`src/rtl/muldiv_unit.sv`:
```
// -----------------------------------------------------------------------------
// muldiv_unit
//
// Iterative multiply/divide unit with HI/LO registers for the MIPS datapath.
// It executes MULT, MULTU, DIV and DIVU with one radix-2 step per clock:
// shift-add for multiply and restoring shift-subtract for divide. The
// operands are latched when the operation starts, and the 64-bit result is
// written to HI/LO at the end. MTHI/MTLO write HI/LO directly while the
// unit is idle.
//
// Ports:
//   clk          system clock, all state updates on rising edge
//   reset        synchronous, active-high reset
//   start        begin an operation (sampled only when busy=0)
//   op           00=MULT, 01=MULTU, 10=DIV, 11=DIVU
//   a, b         rs / rt operands (multiplicand/dividend, multiplier/divisor)
//   hi_we/lo_we  MTHI / MTLO write enables (honoured only when idle)
//   wdata        MTHI / MTLO write data
//   busy         operation in progress
//   done         one-cycle pulse when HI/LO take a new mult/div result
//   div_by_zero  valid with done; DIV/DIVU had b=0
//   hi, lo       HI / LO registers
// -----------------------------------------------------------------------------
module muldiv_unit #(
  parameter int WIDTH = 32
) (
  input  logic             clk,
  input  logic             reset,
  input  logic             start,
  input  logic [1:0]       op,
  input  logic [WIDTH-1:0] a,
  input  logic [WIDTH-1:0] b,
  input  logic             hi_we,
  input  logic             lo_we,
  input  logic [WIDTH-1:0] wdata,
  output logic             busy,
  output logic             done,
  output logic             div_by_zero,
  output logic [WIDTH-1:0] hi,
  output logic [WIDTH-1:0] lo
);

  localparam int CW = $clog2(WIDTH);
  localparam logic [CW-1:0] LAST_STEP = CW'(WIDTH - 1);

  localparam logic [1:0] S_IDLE   = 2'd0;
  localparam logic [1:0] S_RUN    = 2'd1;
  localparam logic [1:0] S_FINISH = 2'd2;

  logic [1:0]       state;
  logic [CW-1:0]    cnt;

  // Working registers. For multiply acc_lo holds the multiplier, which is
  // shifted out as the product is shifted in. For divide acc_hi is the
  // partial remainder and acc_lo holds the dividend, which is shifted out
  // as the quotient bits are shifted in. opnd is |multiplicand| or |divisor|.
  logic [WIDTH-1:0] acc_hi;
  logic [WIDTH-1:0] acc_lo;
  logic [WIDTH-1:0] opnd;
  logic [WIDTH-1:0] a_lat;     // raw dividend, returned in HI on divide by zero
  logic             is_div;
  logic             neg_q;     // negate product / quotient at the end
  logic             neg_r;     // negate remainder at the end
  logic             dbz;

  // Operand conditioning at start time.
  logic             is_signed;
  logic [WIDTH-1:0] abs_a;
  logic [WIDTH-1:0] abs_b;

  // One iteration step and the final sign-corrected result.
  logic [WIDTH:0]   mul_sum;
  logic [WIDTH:0]   div_shift;
  logic [WIDTH:0]   div_diff;
  logic             div_ge;
  logic [WIDTH-1:0] step_hi;
  logic [WIDTH-1:0] step_lo;
  logic [2*WIDTH-1:0] prod;
  logic [2*WIDTH-1:0] prod_fix;
  logic [WIDTH-1:0] res_hi;
  logic [WIDTH-1:0] res_lo;

  assign busy = (state != S_IDLE);

  // NOTE: every signal written in always_comb gets a default first, so no
  //       path through the block can leave it unassigned and infer a latch.
  always_comb begin
    is_signed = ~op[0];
    abs_a     = (is_signed && a[WIDTH-1]) ? (~a + 1'b1) : a;
    abs_b     = (is_signed && b[WIDTH-1]) ? (~b + 1'b1) : b;

    // Multiply: add multiplicand if the low multiplier bit is set, then
    // shift the {carry, acc_hi, acc_lo} chain right by one.
    mul_sum   = {1'b0, acc_hi} + (acc_lo[0] ? {1'b0, opnd} : '0);

    // Restoring divide: shift the next dividend bit into the remainder and
    // keep the difference only if it did not go negative.
    div_shift = {acc_hi, acc_lo[WIDTH-1]};
    div_diff  = div_shift - {1'b0, opnd};
    div_ge    = (div_shift >= {1'b0, opnd});

    step_hi = mul_sum[WIDTH:1];
    step_lo = {mul_sum[0], acc_lo[WIDTH-1:1]};
    if (is_div) begin
      step_hi = div_ge ? div_diff[WIDTH-1:0] : div_shift[WIDTH-1:0];
      step_lo = {acc_lo[WIDTH-2:0], div_ge};
    end

    prod     = {acc_hi, acc_lo};
    prod_fix = neg_q ? (~prod + 1'b1) : prod;
    res_hi   = prod_fix[2*WIDTH-1:WIDTH];
    res_lo   = prod_fix[WIDTH-1:0];
    if (is_div) begin
      res_lo = neg_q ? (~acc_lo + 1'b1) : acc_lo;
      res_hi = neg_r ? (~acc_hi + 1'b1) : acc_hi;
      if (dbz) begin
        res_lo = '1;
        res_hi = a_lat;
      end
    end
  end

  // NOTE: sequential state uses non-blocking assignments so every register
  //       samples the pre-edge values, independent of statement order.
  always_ff @(posedge clk) begin
    if (reset) begin
      state       <= S_IDLE;
      cnt         <= '0;
      acc_hi      <= '0;
      acc_lo      <= '0;
      opnd        <= '0;
      a_lat       <= '0;
      is_div      <= 1'b0;
      neg_q       <= 1'b0;
      neg_r       <= 1'b0;
      dbz         <= 1'b0;
      hi          <= '0;
      lo          <= '0;
      done        <= 1'b0;
      div_by_zero <= 1'b0;
    end else begin
      done        <= 1'b0;
      div_by_zero <= 1'b0;
      case (state)
        S_IDLE: begin
          if (start) begin
            // start wins over a same-cycle MTHI/MTLO write
            is_div <= op[1];
            neg_q  <= is_signed && (a[WIDTH-1] ^ b[WIDTH-1]);
            neg_r  <= is_signed && a[WIDTH-1];
            dbz    <= op[1] && (b == '0);
            a_lat  <= a;
            acc_hi <= '0;
            acc_lo <= op[1] ? abs_a : abs_b;
            opnd   <= op[1] ? abs_b : abs_a;
            cnt    <= '0;
            state  <= S_RUN;
          end else begin
            if (hi_we) hi <= wdata;
            if (lo_we) lo <= wdata;
          end
        end
        S_RUN: begin
          acc_hi <= step_hi;
          acc_lo <= step_lo;
          cnt    <= cnt + 1'b1;
          if (cnt == LAST_STEP) state <= S_FINISH;
        end
        S_FINISH: begin
          hi          <= res_hi;
          lo          <= res_lo;
          done        <= 1'b1;
          div_by_zero <= dbz;
          state       <= S_IDLE;
        end
        default: state <= S_IDLE;
      endcase
    end
  end

endmodule
```
`config.mk`:
```
export PLATFORM = sky130hd
export DESIGN_NAME = muldiv_unit
export DESIGN_NICKNAME = d
export VERILOG_FILES = /design/src/rtl/muldiv_unit.sv
export SDC_FILE = /design/constraint.sdc
export NUM_CORES = 1
export LEC_CHECK = 0
export BUFFER_PORTS_ARGS = -buffer_cell sky130_fd_sc_hd__buf_2
export CAP_MARGIN = 20
export CORE_AREA = 2 2 187 189
export CTS_BUF_LIST = sky130_fd_sc_hd__clkbuf_4
export CTS_CLUSTER_DIAMETER = 80
export DETAILED_ROUTE_END_ITERATION = 12
export DIE_AREA = 0 0 189 191
export PLACE_DENSITY_LB_ADDON = 0.12
export SLEW_MARGIN = 20
export SYNTH_ARGS = -nofsm -noshare
export SYNTH_HDL_FRONTEND = slang
export SYNTH_SLANG_ARGS = --single-unit
```
`constraint.sdc`:
```
create_clock -name clk -period 4.1 [get_ports clk]
set_clock_uncertainty 0.15 [all_clocks]
set_input_delay 0.41 -clock clk [delete_from_list [all_inputs] [get_ports clk]]
set_output_delay 0.41 -clock clk [all_outputs]
set_load 0.03 [all_outputs]
```
Word-level counts from Yosys, hierarchy flattened. Cells that the tools add are included.

Logic and storage cells: 85. Output and inout bits: 67. Memory bits (read-only): 0. Memories kept: 0. Flip-flop bits (word level): 205. Memory bits (writable): 0. Bits in latches: 0.

Div/mod/pow operators: 0. Muxes and demuxes: 31. Shift operators: 0. Equality and inequality tests: 8. Bitwise logic cells: 8. Reductions and logical operators: 15. Multipliers: 0. Add/sub/neg operators: 8. $lt $le $gt $ge: 1.

Operators by type and width (number): 32-bit two-way mux (20); 32-bit one-hot mux with 2 select lines (4); 32-bit by 1-bit adder with 32-bit output, second input constant (4); 32-bit inverter (4); 64-bit by 1-bit adder with 64-bit output, second input constant (1); 64-bit two-way mux (1); 64-bit inverter (1); 32-bit by 32-bit adder with 33-bit output (1); 33-bit by 32-bit >= comparator with 1-bit output (1); 32-bit logical NOT (1); 32-bit subtractor (1); 2-bit inequality test, second input constant (5); 5-bit one-hot mux with 2 select lines (1); 2-bit AND reduction (3); 3-bit AND reduction (2); 2-bit nonzero test (3); 5-bit by 1-bit adder with 5-bit output, second input constant (1); 5-bit equality test, second input constant (1); 5-bit two-way mux (1); 1-bit logical AND (4); 2-bit two-way mux (2); 2-bit one-hot mux with 2 select lines (1); 2-bit by 1-bit equality test with 1-bit output, second input constant (1); 2-bit equality test, second input constant (1); other kinds (5) (6).

Longest topological paths before layout.
Depth in word-level cells: 6. Gate-level depth with buffers: 15. Depth with buffers taken out: 13.

Worst setup path before layout. Ideal clock, no wire load.

Path type: flip-flop to flip-flop. Start: register acc_lo[0]. End: register acc_hi[31]. Data arrival time: 3.050 ns. Path buffers: 3. Path slack: 0.766 ns. Cell stages (with the launch flop): 16. Setup time: 0.135 ns. Cells stage by stage: dfxtp_1 -> clkbuf_1 -> inv_1 -> clkbuf_1 -> nor2_1 -> ha_1 -> clkbuf_1 -> a21o_1 -> a311oi_1 -> o21ai_0 -> nor3b_1 -> a2111oi_0 -> nor3_1 -> nor3b_1 -> o41ai_1 -> a22oi_1.

Word-level cells in the longest chain between the ends: 4.

Ends and longest elaborated chain: start, declared (line 58) `logic [WIDTH-1:0] acc_lo;`; start signal, assigned (line 154) `acc_lo <= op[1] ? abs_a : abs_b;`; start signal, assigned (line 165) `acc_lo <= step_lo;`; 32-bit two-way mux (line 94) `mul_sum = {1'b0, acc_hi} + (acc_lo[0] ? {1'b0, opnd} : '0);`; 32-bit by 32-bit adder with 33-bit output (line 94); 32-bit two-way mux (line 104) `if (is_div) begin`; 32-bit one-hot mux with 2 select lines (line 144) `case (state)`; end signal, assigned (line 164) `acc_hi <= step_hi;`; end, declared (line 57) `logic [WIDTH-1:0] acc_hi;`.

Every way passes these cells. A chain may end at the register's enable or synchronous reset.

Final worst setup path. Same ends and word-level chain as after synthesis.

==> results.cfg <==
[power]
cellLeakagePower_nw = 8.05
p_total_mw = 6.30
ir_drop_uv = 259
power_density_nw_per_um2 = 319

[layout]
fin_area_um2 = 19700
drive_gt1_share_pct = 15.4
final_nets = 2670
fillers = 3332
final_common_cell = nand2_1
ff_latch_area_um2 = 4110
fin_cells = 2993
area_delta_synth_final_pct = 17.9
multiInputGateArea_um2 = 11700
mostFrequentLayoutCells = nand2_1 (292), a21oi_1 (238), dfxtp_1 (202)

[clock_network]
insertion_delay_ps = 790
cts_tree = built
cts_max_path_buffers = 3
ctsHoldBuffers = 90
clk_pin_slew_ps = 60
cts_resized = 0
htreeDepth = 2
postCtsSetupBuffers = 0
clock_sinks = 205
clock_tree.root_cell = clkbuf_4
cts-buffers-inserted = 59

[critical_path]
required_ps = 4600
slowest_stage = a2111oi_0
crit_path_frequent_cell = nor3b_1
crit_type = flop to flop
r2r_cells = 13
crit_chain = inv_1 > buf_12 > nor2_1 > ha_1 > a21o_1 > a311oi_1 > o21ai_0 > nor3b_1 > a2111oi_0 > nor3_1 > nor3b_1 > o41ai_1 > a22oi_1
start_kind = flop
endpoint_kind = flop
crit_fanout = 30
r2r_slack_ps = 370
slowest_delay_ps = 640
critPathArrivalTime_ps = 4230

[sta]
finalHoldViolations = 0
period_minus_slack_ps = 3730
fmax_mhz = 268
relSlewSlack_pct = 43.1
holdWs_ps = 72.3
slew_viol_final = 0
worst_pin_slew_ps = 852
tns_ps = 0
finalCritPeriodShare_pct = 91.0
final-setup-viol-count = 0
rsz0062_at_grt = no

[logic_synthesis]
synth.distinct_cells = 89
synth.cell_area_um2 = 16700
ys_seq_area_share_pct = 24.5
synth_mux_area_share_pct = 4.60
ys_async_sr_fraction_pct = 0
synth-xor-area-share_pct = 9.57
synth_nets = 2457
yosys_register_bits = 205
synth-simple-area-share_pct = 21.5
synth_compound_area_share_pct = 28.7
postSynthCellCount = 2282
synth_edf_count = 0
synthFlopType = dfxtp_1
synth_top_family_by_area = compound AO/OA/AOI/OAI gates
post_synth.cell_area_avg_um2 = 7.34
synth_warnings = 0
synth_fa_ha_area_share_pct = 5.47

[route]
totalWireLength_um = 70600
drt_pass1_iterations = 5
drt_iter0_drc = 1929
drc = 0
ant_nets = 0
viasPerCell = 6.32
vias = 18900
wl_per_cell_um = 23.6

[worst_hold_path]
holdPathStages = 6
hp-class = input port to flop

[flow_run]
maxCapViolations = 0

[floorplanning]
initial_core_util_pct = 49.1
coreArea_um2 = 34100
die_x_um = 189
dieArea_um2 = 36100
io-pin-count = 170
fp-row-count = 68
die_h_um = 191

[global_routing]
antenna_found_initial = 1
grt_pass1_vias = 17500
track_usage_pct = 38.4
grt_max_degree = 67
grt_pass1_wl_um = 106000
globalRouteOverflowTotal = 0

[place]
numPlacedInstances = 2799
place_hpwl_um = 53500
placement.cell_area_um2 = 18100
gp_congestion = 1.03
io_buffers = 169

[status]
status = finished clean
final cells by class:
type,instances,area share [%]
diodes,1,0.0127
flip-flops and latches,205,20.8
multi-input cells,1834,59.4
well taps,455,2.88
clock buffers,89,3.38
repair buffers,335,11.9
clock inverters,14,0.437
inverters,60,1.14
path summary, 6_finish.rpt:
kind,startpoint,to
setup / recovery,acc_lo[0],acc_hi[31]
hold / removal,b[13],opnd[13]
setup reg to reg,acc_lo[0],acc_hi[31]
hold reg to reg,lo[9],lo[9]
power by group:
part | internal (mW) | switching, mW | total (mW) | leakage, nW
Sequential | 2.12 | 0.161 | 2.28 | 1.68
Combinational | 0.740 | 1.27 | 2.01 | 5.92
Clock | 1.05 | 0.964 | 2.01 | 0.452
cell families after synthesis:
group	count (synthesis)
compound gates	735
xor+xnor	183
fa+ha+maj	72
buf+inv	243
flops	205
mux	76
simple gates	768
routing by layer:
metal	wire length [um]	GRT usage (%)
met1	29700	50.9
met2	30300	58.1
met3	6900	8.90
met5	0	0.137
met4	3710	20.1
critical path, delay by kind of cell (launching register included):
| family | cells | cell delay [ps] |
|---|---|---|
| compound gates | 6 | 1800 |
| simple gates | 4 | 640 |
| flops | 1 | 310 |
| fa+ha+maj | 1 | 380 |
| buf+inv | 2 | 320 |
registers in the layout, indices dropped and copies added (netlist names):
| name | cells |
|---|---|
| neg_q | 1 |
| dbz | 1 |
| lo | 32 |
| div_by_zero | 1 |
| acc_hi | 32 |
| opnd | 32 |
| is_div | 1 |
| state | 2 |
| acc_lo | 32 |
| done | 1 |
| hi | 32 |
| cnt | 5 |
| a_lat | 32 |
| neg_r | 1 |
cell usage after synthesis (37+ instances only):
cell / number / area share, %
o21ai_0: 124 / 3.7
xor2_1: 66 / 3.5
dfxtp_1: 205 / 25
inv_1: 58 / 1.3
a211oi_1: 64 / 2.9
o221ai_1: 43 / 2.2
nor2_1: 205 / 4.6
mux2i_1: 69 / 4.1
nand2_1: 292 / 6.5
clkbuf_1: 149 / 3.3
a21oi_1: 238 / 7.1
ha_1: 70 / 5.2
xnor2_1: 117 / 6.1
a21o_1: 37 / 1.7
nand3_1: 42 / 1.3
o211ai_1: 37 / 1.7
nor3_1: 56 / 1.7
per-stage QoR:
step / setup slack [ps] / util [%]
CTS: 391 / 57.9
global placement: 421 / 53.0
floorplan: 766 / -
global route: 218 / 57.9
finish: 368 / 57.9
detailed placement: 397 / 53.0
No activity file was read; power rests on OpenSTA's default activity.
